--- src/rtl/neuron_feeder_pkg.sv ---
// Shared definitions for the neuron feeder: Q8.24 constants, config
// register addresses and the feeder FSM encoding.
package neuron_feeder_pkg;

  localparam int FBITS = 24;
  localparam logic [31:0] Q_ONE = 32'd1 << FBITS;

  localparam logic [1:0] CFG_W1   = 2'd0;
  localparam logic [1:0] CFG_W2   = 2'd1;
  localparam logic [1:0] CFG_W3   = 2'd2;
  localparam logic [1:0] CFG_BIAS = 2'd3;

  typedef enum logic {
    FILL = 1'b0,
    HOLD = 1'b1
  } state_t;

endpackage

--- src/rtl/neuron_feeder_if.sv ---
// Stream-in, stream-out and config bus of the neuron feeder.
// Handshakes: a transfer completes on a rising edge where valid & ready
// (and the block enable) are high; valid never waits on ready.
interface neuron_feeder_if #(
  parameter int WIDTH = 32
);
  logic             in_valid;
  logic             in_ready;
  logic [WIDTH-1:0] in_data;
  logic             out_valid;
  logic             out_ready;
  logic [WIDTH-1:0] out_data;
  logic             cfg_we;
  logic [1:0]       cfg_addr;
  logic [WIDTH-1:0] cfg_data;
  logic             cfg_err;

  modport master (
    output in_valid, in_data, out_ready, cfg_we, cfg_addr, cfg_data,
    input  in_ready, out_valid, out_data, cfg_err
  );

  modport slave (
    input  in_valid, in_data, out_ready, cfg_we, cfg_addr, cfg_data,
    output in_ready, out_valid, out_data, cfg_err
  );
endinterface

--- src/rtl/neuron_feeder_fifo_sync.sv ---
// Synchronous FIFO with power-of-two depth; head is presented combinationally.
module fifo_sync #(
  parameter int WIDTH = 32,
  parameter int DEPTH = 4
) (
  input  logic                     clk,
  input  logic                     rst,
  input  logic                     push,
  input  logic                     pop,
  input  logic [WIDTH-1:0]         din,
  output logic [WIDTH-1:0]         dout,
  output logic                     full,
  output logic                     empty,
  output logic [$clog2(DEPTH):0]   count
);
  localparam int AW = $clog2(DEPTH);
  localparam int CW = AW + 1;

  logic [WIDTH-1:0] mem [DEPTH];
  logic [AW-1:0]    wr_ptr;
  logic [AW-1:0]    rd_ptr;
  logic             do_push;
  logic             do_pop;

  assign full    = (count == CW'(DEPTH));
  assign empty   = (count == '0);
  assign do_push = push && !full;
  assign do_pop  = pop && !empty;
  assign dout    = mem[rd_ptr];

  // Pointers wrap for free because DEPTH is a power of two.
  always_ff @(posedge clk) begin
    if (rst) begin
      wr_ptr <= '0;
      rd_ptr <= '0;
      count  <= '0;
      for (int i = 0; i < DEPTH; i++) mem[i] <= '0;
    end else begin
      if (do_push) begin
        mem[wr_ptr] <= din;
        wr_ptr      <= wr_ptr + 1'b1;
      end
      if (do_pop) rd_ptr <= rd_ptr + 1'b1;
      case ({do_push, do_pop})
        2'b10:   count <= count + 1'b1;
        2'b01:   count <= count - 1'b1;
        default: count <= count;
      endcase
    end
  end

endmodule

--- src/rtl/neuron_feeder.sv ---
// Groups serial activations into triples, fires them at the neuron with
// stored weights/bias, and collects results into a credit-protected FIFO.
module neuron_feeder
  import neuron_feeder_pkg::*;
#(
  parameter int WIDTH      = 32,
  parameter int NEURON_LAT = 2,
  parameter int FIFO_DEPTH = 4
) (
  input  logic             clk,
  input  logic             rst,
  input  logic             en,
  neuron_feeder_if.slave   bus,
  output logic             n_en,
  output logic [WIDTH-1:0] n_a1,
  output logic [WIDTH-1:0] n_a2,
  output logic [WIDTH-1:0] n_a3,
  output logic [WIDTH-1:0] n_w1,
  output logic [WIDTH-1:0] n_w2,
  output logic [WIDTH-1:0] n_w3,
  output logic [WIDTH-1:0] n_b,
  input  logic [WIDTH-1:0] n_y,
  output state_t           dbg_state
);
  localparam int CNT_W = $clog2(FIFO_DEPTH) + 1;
  localparam int INF_W = $clog2(NEURON_LAT + 1);

  state_t                  state;
  logic [1:0]              idx;
  logic [NEURON_LAT-1:0]   tracker;
  logic [INF_W-1:0]        inflight;
  logic [CNT_W-1:0]        fifo_count;
  logic                    fifo_full;
  logic                    fifo_empty;
  logic [31:0]             credit_sum;
  logic                    fire;
  logic                    push;
  logic                    pop;
  logic                    cfg_ok;

  assign n_en          = en;
  assign dbg_state     = state;
  assign bus.in_ready  = (state == FILL);
  assign bus.out_valid = !fifo_empty;

  always_comb begin
    inflight = '0;
    for (int i = 0; i < NEURON_LAT; i++) inflight = inflight + INF_W'(tracker[i]);
  end

  // Credit counts results still in the neuron pipe; a pop this cycle is not credited.
  assign credit_sum = 32'(fifo_count) + 32'(inflight);
  assign fire       = en && (state == HOLD) && (credit_sum < 32'(FIFO_DEPTH));
  assign push       = en && tracker[NEURON_LAT-1];
  assign pop        = en && bus.out_valid && bus.out_ready;
  assign cfg_ok     = (inflight == '0) && (state == FILL);

  always_ff @(posedge clk) begin
    if (rst) begin
      state       <= FILL;
      idx         <= 2'd0;
      tracker     <= '0;
      n_a1        <= '0;
      n_a2        <= '0;
      n_a3        <= '0;
      n_w1        <= WIDTH'(Q_ONE);
      n_w2        <= WIDTH'(Q_ONE);
      n_w3        <= WIDTH'(Q_ONE);
      n_b         <= '0;
      bus.cfg_err <= 1'b0;
    end else begin
      assert (!(push && fifo_full));
      bus.cfg_err <= bus.cfg_we && !cfg_ok;
      // Config writes ignore en; weights must not move under an in-flight triple.
      if (bus.cfg_we && cfg_ok) begin
        case (bus.cfg_addr)
          CFG_W1:   n_w1 <= bus.cfg_data;
          CFG_W2:   n_w2 <= bus.cfg_data;
          CFG_W3:   n_w3 <= bus.cfg_data;
          CFG_BIAS: n_b  <= bus.cfg_data;
          default:  ;
        endcase
      end
      if (en) begin
        tracker <= (tracker << 1) | NEURON_LAT'(fire);
        case (state)
          FILL: begin
            if (bus.in_valid) begin
              case (idx)
                2'd0:    n_a1 <= bus.in_data;
                2'd1:    n_a2 <= bus.in_data;
                default: n_a3 <= bus.in_data;
              endcase
              if (idx == 2'd2) begin
                state <= HOLD;
                idx   <= 2'd0;
              end else begin
                idx <= idx + 2'd1;
              end
            end
          end
          HOLD: if (fire) state <= FILL;
          default: state <= FILL;
        endcase
      end
    end
  end

  fifo_sync #(
    .WIDTH (WIDTH),
    .DEPTH (FIFO_DEPTH)
  ) u_fifo (
    .clk   (clk),
    .rst   (rst),
    .push  (push),
    .pop   (pop),
    .din   (n_y),
    .dout  (bus.out_data),
    .full  (fifo_full),
    .empty (fifo_empty),
    .count (fifo_count)
  );

endmodule

--- src/flat_wrapper.sv ---
// flat-port wrapper written by rule: the top's interface ports become plain ports
module neuron_feeder_flat import neuron_feeder_pkg::*;
#(
  parameter int WIDTH      = 32,
  parameter int NEURON_LAT = 2,
  parameter int FIFO_DEPTH = 4
)
  (clk, rst, en, n_en, n_a1, n_a2, n_a3, n_w1, n_w2, n_w3, n_b, n_y, dbg_state, bus_in_valid, bus_in_data, bus_out_ready, bus_cfg_we, bus_cfg_addr, bus_cfg_data, bus_in_ready, bus_out_valid, bus_out_data, bus_cfg_err);
  neuron_feeder_if #(.WIDTH(WIDTH)) bus_i ();
  input  logic clk;
  input  logic rst;
  input  logic en;
  output logic n_en;
  output logic [WIDTH-1:0] n_a1;
  output logic [WIDTH-1:0] n_a2;
  output logic [WIDTH-1:0] n_a3;
  output logic [WIDTH-1:0] n_w1;
  output logic [WIDTH-1:0] n_w2;
  output logic [WIDTH-1:0] n_w3;
  output logic [WIDTH-1:0] n_b;
  input  logic [WIDTH-1:0] n_y;
  output state_t dbg_state;
  input wire logic [$bits(bus_i.in_valid)-1:0] bus_in_valid;
  input wire logic [$bits(bus_i.in_data)-1:0] bus_in_data;
  input wire logic [$bits(bus_i.out_ready)-1:0] bus_out_ready;
  input wire logic [$bits(bus_i.cfg_we)-1:0] bus_cfg_we;
  input wire logic [$bits(bus_i.cfg_addr)-1:0] bus_cfg_addr;
  input wire logic [$bits(bus_i.cfg_data)-1:0] bus_cfg_data;
  output wire logic [$bits(bus_i.in_ready)-1:0] bus_in_ready;
  output wire logic [$bits(bus_i.out_valid)-1:0] bus_out_valid;
  output wire logic [$bits(bus_i.out_data)-1:0] bus_out_data;
  output wire logic [$bits(bus_i.cfg_err)-1:0] bus_cfg_err;
  assign bus_i.in_valid = bus_in_valid;
  assign bus_i.in_data = bus_in_data;
  assign bus_i.out_ready = bus_out_ready;
  assign bus_i.cfg_we = bus_cfg_we;
  assign bus_i.cfg_addr = bus_cfg_addr;
  assign bus_i.cfg_data = bus_cfg_data;
  assign bus_in_ready = bus_i.in_ready;
  assign bus_out_valid = bus_i.out_valid;
  assign bus_out_data = bus_i.out_data;
  assign bus_cfg_err = bus_i.cfg_err;
  neuron_feeder #(.WIDTH(WIDTH), .NEURON_LAT(NEURON_LAT), .FIFO_DEPTH(FIFO_DEPTH)) u_core (.clk(clk), .rst(rst), .en(en), .bus(bus_i), .n_en(n_en), .n_a1(n_a1), .n_a2(n_a2), .n_a3(n_a3), .n_w1(n_w1), .n_w2(n_w2), .n_w3(n_w3), .n_b(n_b), .n_y(n_y), .dbg_state(dbg_state));
endmodule
--- config.mk ---
export PLATFORM = sky130hd
export DESIGN_NAME = neuron_feeder_flat
export DESIGN_NICKNAME = d
export VERILOG_FILES = /design/src/rtl/neuron_feeder_pkg.sv /design/src/rtl/neuron_feeder_if.sv /design/src/rtl/neuron_feeder_fifo_sync.sv /design/src/rtl/neuron_feeder.sv /design/src/flat_wrapper.sv
export SDC_FILE = /design/constraint.sdc
export NUM_CORES = 1
export LEC_CHECK = 0
export CORE_ASPECT_RATIO = 1.75
export CORE_MARGIN = 2
export CORE_UTILIZATION = 53
export CTS_CLUSTER_SIZE = 16
export DETAILED_ROUTE_END_ITERATION = 16
export PLACE_DENSITY = 0.85
export SLEW_MARGIN = 20
export SYNTH_ARGS = -nofsm -noshare
export SYNTH_HDL_FRONTEND = slang
export SYNTH_SLANG_ARGS = --single-unit
--- constraint.sdc ---
create_clock -name clk -period 7.25 [get_ports clk]
set_input_delay 1.0875 -clock clk [delete_from_list [all_inputs] [get_ports clk]]
set_output_delay 1.0875 -clock clk [all_outputs]
set_load 0.01 [all_outputs]
==> results of run 1 <==
worst min-delay path: cells and delay by family (launching register included):
family          cells  cell delay [ns]
flops               1             0.31
simple gates        1             0.05
compound gates      1             0.05
logic make-up (layout without fill, tap and decap cells):
logic type / Yosys count / count (layout) / synth area share
muxes: 226 / 226 / 0.184
other: 0 / 1 / 0
DFF: 367 / 367 / 0.597
xor gates and xnor gates: 3 / 3 / 0.00182
adders and majority gates: 5 / 5 / 0.00485
buffers and inverters: 102 / 453 / 0.0356
and+or+nand+nor: 490 / 490 / 0.158
AOI/OAI and AO/OA: 47 / 47 / 0.0184
cell usage after synthesis, drive strengths merged (4+ instances only):
master  instances
a21oi          37
and2           32
and3           97
buf            58
clkbuf         36
dfxtp         239
edfxtp        128
ha              4
inv             8
mux2i         193
mux4           32
nand2         322
nor2           16
nor2b           4
power by group:
| part | internal [W] | leakage [nW] | switching, W |
|---|---|---|---|
| clock network | 0.00104 | 0.536 | 0.000755 |
| registers | 0.00219 | 3.26 | 0.0000290 |
| logic | 0.000176 | 4.19 | 0.000174 |
worst min-delay path by stage:
stage / startpoint / to / slack [ns] / depth (start not counted)
2_1_floorplan: u_core.idx[0]$_SDFFE_PP0P_ / u_core.idx[0]$_SDFFE_PP0P_ / 0.47 / 2
3_3_place_gp: u_core.n_b[30]$_SDFFE_PP0P_ / u_core.n_b[30]$_SDFFE_PP0P_ / 0.44 / 2
3_5_place_dp: u_core.n_a3[13]$_SDFFE_PP0P_ / u_core.n_a3[13]$_SDFFE_PP0P_ / 0.45 / 2
4_1_cts: u_core.n_a3[13]$_SDFFE_PP0P_ / u_core.n_a3[13]$_SDFFE_PP0P_ / 0.45 / 2
5_1_grt: u_core.n_a2[29]$_SDFFE_PP0P_ / u_core.n_a2[29]$_SDFFE_PP0P_ / 0.47 / 2
6_report: u_core.n_a3[15]$_SDFFE_PP0P_ / u_core.n_a3[15]$_SDFFE_PP0P_ / 0.45 / 2
sequential cells by signal (all words and copies together), names as in the netlist, 32 cells and up, named ones only:
register	flops
u_core.n_w2	32
u_core.n_a1	32
u_core.n_w1	32
u_core.n_w3	32
u_core.u_fifo.mem	128
u_core.n_b	32
u_core.n_a2	32
u_core.n_a3	32
layer usage:
layer	vias up	share of wire	track usage
met1	5171	0.35	0.291
met2	402	0.52	0.484
met3	101	0.080	0.0809
li1	4939	-	-
met5	-	0	0
met4	0	0.043	0.113
metrics by stage:
stage               hold slack [ns]  setup slack (ns)  area (um^2)  std cells
finish                        0.455              3.64        19300       1920
detailed placement            0.446              3.36        18200       1859
CTS                           0.454              3.61        19300       1919
floorplan                     0.466              3.03        14400       1240
global route                  0.473              3.52        19300       1920
global placement              0.442              3.47        18200       1859
layout by cell type (no fill, tap or decap), types with 3 or more instances in the layout:
cell               n
a21o_1             3
a21oi_1           37
and2_1            32
and3_1            97
buf_4             21
clkbuf_1          10
clkbuf_16         37
clkbuf_8           3
clkdlybuf4s50_1  363
clkinvlp_4         3
dfxtp_1          238
edfxtp_1         128
ha_1               4
inv_1              7
mux2i_1          193
mux4_2            32
nand2_1          322
nand4b_1           3
nor2_1            16
nor2b_1            3
cell type report:
type / instances / share of cell area
timing repair buffer: 385 / 0.196
antenna: 1 / 0.000130
tap: 328 / 0.0212
inverter: 8 / 0.00181
clock inverter: 10 / 0.00589
multi-input combinational: 771 / 0.276
sequential: 367 / 0.447
clock buffer: 50 / 0.0520
==> results.py, run 1 <==
metrics = {
    "power_and_ir_drop": {
        "power_w": 0.00436,
        "power.density_nw_per_um2": 226,
        "p_leak_nw": 7.99,
        "ir_drop_v": 0.000194,
    },
    "route": {
        "first_pass_iters": 5,
        "drt_iter0_drc": 696,
        "wl_per_cell_um": 20.3,
        "ant_nets": 0,
        "vias_per_cell": 5.53,
        "route.detailed.drc": 0,
        "wl_um": 39000,
        "vias": 10600,
    },
    "timing": {
        "hold_viol": 0,
        "final.min_clock_period_ns": 3.61,
        "clock.fmax_mhz": 277,
        "timing.final.crit_share": 0.498,
        "rsz0062_at_grt": "false",
        "finClkSkew_ns": 0.0111,
        "slew_viol_final": 0,
        "tightest_slew_ns": 1.12,
        "fin_setup_tns_ns": 0,
        "finalSetupViolCount": 0,
        "relSlewSlack": 0.249,
    },
    "setup_path": {
        "crit_chain": "clkdlybuf4s50_1, clkdlybuf4s50_1",
        "rr_worst_depth": 6,
        "crit_path_start_kind": "input pin",
        "worst-path-buf-inv": 2,
        "worstSetupPathType": "in -> out",
        "arrival_ns": 2.52,
        "cp.required_ns": 6.16,
        "worstReg2RegEnd": "u_core.n_w1[29]$_SDFFE_PP0P_",
        "slowest_stage": "clkdlybuf4s50_1",
        "crit_path_end_kind": "primary output",
        "reg2reg_setup_slack_ns": 4.80,
        "cp_max_fo": 10,
        "slowest_delay_ns": 0.80,
        "r2r_start": "u_core.tracker[1]$_SDFFE_PP0P_",
        "cp_common_cell": "clkdlybuf4s50_1",
        "cp_top_family": "buffers and inverters",
        "endpoint": "n_en",
        "crit_start": "en",
        "cp_num_cells": 2,
    },
    "clock_network": {
        "cts.clk_slew.worst_paths_ns": 0.06,
        "cts_tree": "built",
        "post_cts.repair.setup_buffers": 0,
        "cts.sinks": 367,
        "insertion_delay_ns": 0.51,
        "root_buffer": "clkbuf_16",
        "cts_hold_buf": 0,
        "numCtsBuffers": 34,
        "cts_resized": 0,
        "htreeDepth": 2,
        "cts_buffer_depth": 3,
    },
    "cells_and_area": {
        "multi_input_area_um2": 5330,
        "drive_gt1_frac": 0.0735,
        "seq_area_um2": 8630,
        "nets": 1676,
        "fillerInstances": 1893,
        "fin_util": 0.715,
        "area.growth.synth_to_final_pct": 33.8,
    },
    "global_route": {
        "grt_pass1_vias": 11000,
        "grt-ovfl-total": 0,
        "grt_max_degree": 149,
        "grt_antenna_before_repair": 1,
        "grt_pass1_wl_um": 60100,
        "grt_usage": 0.270,
    },
    "synthesis": {
        "syn_nets": 1349,
        "synth_top_cell_area_share": 0.331,
        "synth_edf_count": 128,
        "synth_top_area_cell": "dfxtp_1",
        "synthTopCellsByArea": "dfxtp_1 33%, edfxtp_1 27%, mux2i_1 13%, nand2_1 8.4%, mux4_2 5.0%",
        "synth_seq_cells": 367,
        "ys_async_sr_fraction": 0,
        "synth_flop_cell": "dfxtp_1",
        "ys_seq_area_frac": 0.597,
        "avgSynthCellArea_um2": 11.6,
        "synth_area_um2": 14400,
        "yosys_warnings": 0,
        "syn_inst": 1240,
        "ys_types": 45,
    },
    "floorplan": {
        "die_h_um": 222,
        "die_area_um2": 28600,
        "io_pins": 365,
        "floorplan.core_area_um2": 27000,
        "die_width_um": 129,
        "rows": 80,
        "start_util": 0.534,
    },
    "placement": {
        "place_congestion": 0.878,
        "hpwl_um": 26100,
        "port_buffers": 364,
    },
    "hold_path": {
        "min_path_type": "reg -> reg",
    },
    "flow_run": {
        "cap_violations": 0,
    },
    "status": {
        "status": "complete, no violations",
    },
}
Note: power is estimated with default switching activity, not from simulation.
==> run 2, diff against run 1 <==
CORE_UTILIZATION = 44   (was 53)
PLACE_DENSITY = 0.76   (was 0.85)
clock period = 2.94 ns   (was 7.25 ns; I/O delays follow)
==> run 2 against run 1 <==
Largest power group unchanged. Combinational power grew to 2.5 times the previous value. Design area up 1.4%. Clock skew rose by 0.0037 ns. Global-route usage decreased by 5.0 points. Count of clock-buffer cells in the layout shrank 4. Critical path depth is 1 higher. First-iteration DRC count fell by 39%. Sequential cell count unchanged. Register-to-register slack got worse by 4.3 ns.
==> results.py, run 2 (synthesis gave the netlist of run 1 again) <==
metrics = {
    "power_and_ir_drop": {
        "power.density_nw_per_um2": 554,
        "power_w": 0.0108,
        "p_leak_nw": 8.08,
        "ir_drop_v": 0.000451,
    },
    "timing": {
        "final.min_clock_period_ns": 2.65,
        "rsz0062_at_grt": "false",
        "relSlewSlack": 0.578,
        "timing.final.crit_share": 0.902,
        "clock.fmax_mhz": 377,
        "fin_setup_tns_ns": 0,
        "tightest_slew_ns": 0.634,
        "finClkSkew_ns": 0.0148,
        "slew_viol_final": 0,
        "finalSetupViolCount": 0,
        "setup_ws_ns": 0.289,
        "hold_viol": 0,
    },
    "clock_network": {
        "cts.clk_slew.worst_paths_ns": 0.07,
        "insertion_delay_ns": 0.52,
        "cts_tree": "built",
        "numCtsBuffers": 34,
        "htreeDepth": 2,
        "post_cts.repair.setup_buffers": 0,
        "cts_buffer_depth": 3,
        "root_buffer": "clkbuf_16",
        "cts.sinks": 367,
        "cts_resized": 0,
        "cts_hold_buf": 0,
    },
    "setup_path": {
        "worstSetupPathType": "reg -> out",
        "endpoint": "bus_out_data[30]",
        "rr_worst_depth": 9,
        "slowest_stage": "mux4_2",
        "reg2reg_setup_slack_ns": 0.50,
        "crit_path_start_kind": "flip-flop",
        "worstReg2RegEnd": "u_core.u_fifo.count[2]$_SDFFE_PP0P_",
        "crit_path_end_kind": "primary output",
        "slowest_delay_ns": 0.57,
        "cp_max_fo": 32,
        "r2r_start": "u_core.u_fifo.count[2]$_SDFFE_PP0P_",
        "cp.required_ns": 2.50,
        "arrival_ns": 2.21,
        "crit_chain": "buf_12, mux4_2, clkdlybuf4s50_1",
    },
    "route": {
        "first_pass_iters": 5,
        "ant_nets": 0,
        "vias_per_cell": 5.22,
        "route.detailed.drc": 0,
        "vias": 10400,
        "wl_um": 38800,
        "wl_per_cell_um": 19.4,
        "drt_iter0_drc": 428,
    },
    "global_route": {
        "grt_usage": 0.220,
        "grt_pass1_wl_um": 59200,
        "grt_antenna_before_repair": 1,
        "grt_pass1_vias": 10700,
        "grt_max_degree": 83,
        "grt-ovfl-total": 0,
    },
    "floorplan": {
        "die_h_um": 244,
        "io_pins": 365,
        "die_area_um2": 34400,
        "die_width_um": 141,
        "start_util": 0.447,
        "floorplan.core_area_um2": 32300,
        "rows": 87,
    },
    "cells_and_area": {
        "top_register": "u_core.u_fifo.mem",
        "final_common_cell": "clkdlybuf4s50_1",
        "fillerInstances": 2598,
        "seq_area_um2": 8630,
        "largest_reg_flops": 128,
        "drive_gt1_frac": 0.0843,
        "nets": 1685,
        "area.growth.synth_to_final_pct": 35.7,
        "layout_common_cells": "363 x clkdlybuf4s50_1, 322 x nand2_1, 238 x dfxtp_1",
        "multi_input_area_um2": 5340,
    },
    "placement": {
        "place_congestion": 0.862,
        "port_buffers": 364,
        "hpwl_um": 26800,
        "pre_cts_slack_ns": 0.315,
    },
    "hold_path": {
        "min_path_type": "in -> reg",
    },
    "flow_run": {
        "cap_violations": 0,
    },
    "status": {
        "status": "complete, no violations",
    },
}
-- run 2: cell types whose count changed in the layout (fill, tap and decap cells not counted) --
cell,previous run,this run
buf_12,0,7
clkbuf_1,10,5
clkinv_2,2,6
clkbuf_8,3,6
buf_4,21,23
clkbuf_16,37,35
nor2b_1,3,1
nor2b_2,1,3
bufinv_16,2,3
clkinv_4,1,0
clkinvlp_4,3,4
nor2_1,16,15
nor2_2,0,1
-- run 2: per-layer routing --
metal,share of wire,GRT usage,wire (um)
met1,0.36,0.234,13900
met2,0.52,0.395,20100
met5,0,0,0
met4,0.043,0.0976,1660
met3,0.081,0.0721,3130
-- run 2: where the power goes --
| group | switching (W) | internal, W | total (W) |
|---|---|---|---|
| Combinational | 0.000429 | 0.000450 | 0.000879 |
| Sequential | 0.0000668 | 0.00540 | 0.00546 |
| Clock | 0.00190 | 0.00261 | 0.00451 |
| Total | 0.00239 | 0.00846 | 0.0108 |
-- run 2: how the worst min path moves through the flow --
| stage | from | end | slack, ns | cells after the start |
|---|---|---|---|---|
| after floorplan | u_core.idx[0]$_SDFFE_PP0P_ | u_core.idx[0]$_SDFFE_PP0P_ | 0.47 | 2 |
| after global placement | u_core.n_a3[23]$_SDFFE_PP0P_ | u_core.n_a3[23]$_SDFFE_PP0P_ | 0.44 | 2 |
| after detailed placement | u_core.n_b[10]$_SDFFE_PP0P_ | u_core.n_b[10]$_SDFFE_PP0P_ | 0.45 | 2 |
| after CTS | rst | u_core.bus.cfg_err$_SDFF_PP0_ | 0.26 | 2 |
| after global routing | rst | u_core.bus.cfg_err$_SDFF_PP0_ | 0.28 | 2 |
| final | rst | u_core.bus.cfg_err$_SDFF_PP0_ | 0.28 | 2 |
-- run 2: worst max-delay path, delay by kind of cell, from the launching register on --
family   cells  cell delay (ns)
buf+inv      2             0.78
mux          1             0.57
flops        1             0.34
-- run 2: final cells by class --
cell class              count  area share
clock buffers              46      0.0499
well taps                 400      0.0255
clock inverters            15     0.00830
inverters                   8     0.00179
diodes                      1    0.000128
multi-input cells         771       0.272
repair buffers            394       0.202
flip-flops and latches    367       0.440
-- run 2: per-stage QoR --
step           hold slack (ns)  cell area (um^2)  cells   util
5_1_grt                  0.278             19600   2002  0.606
3_3_place_gp             0.441             18500   1940  0.571
6_report                 0.280             19600   2002  0.606
2_1_floorplan            0.466             14500   1240      -
4_1_cts                  0.259             19600   2001  0.606
3_5_place_dp             0.446             18500   1940  0.571
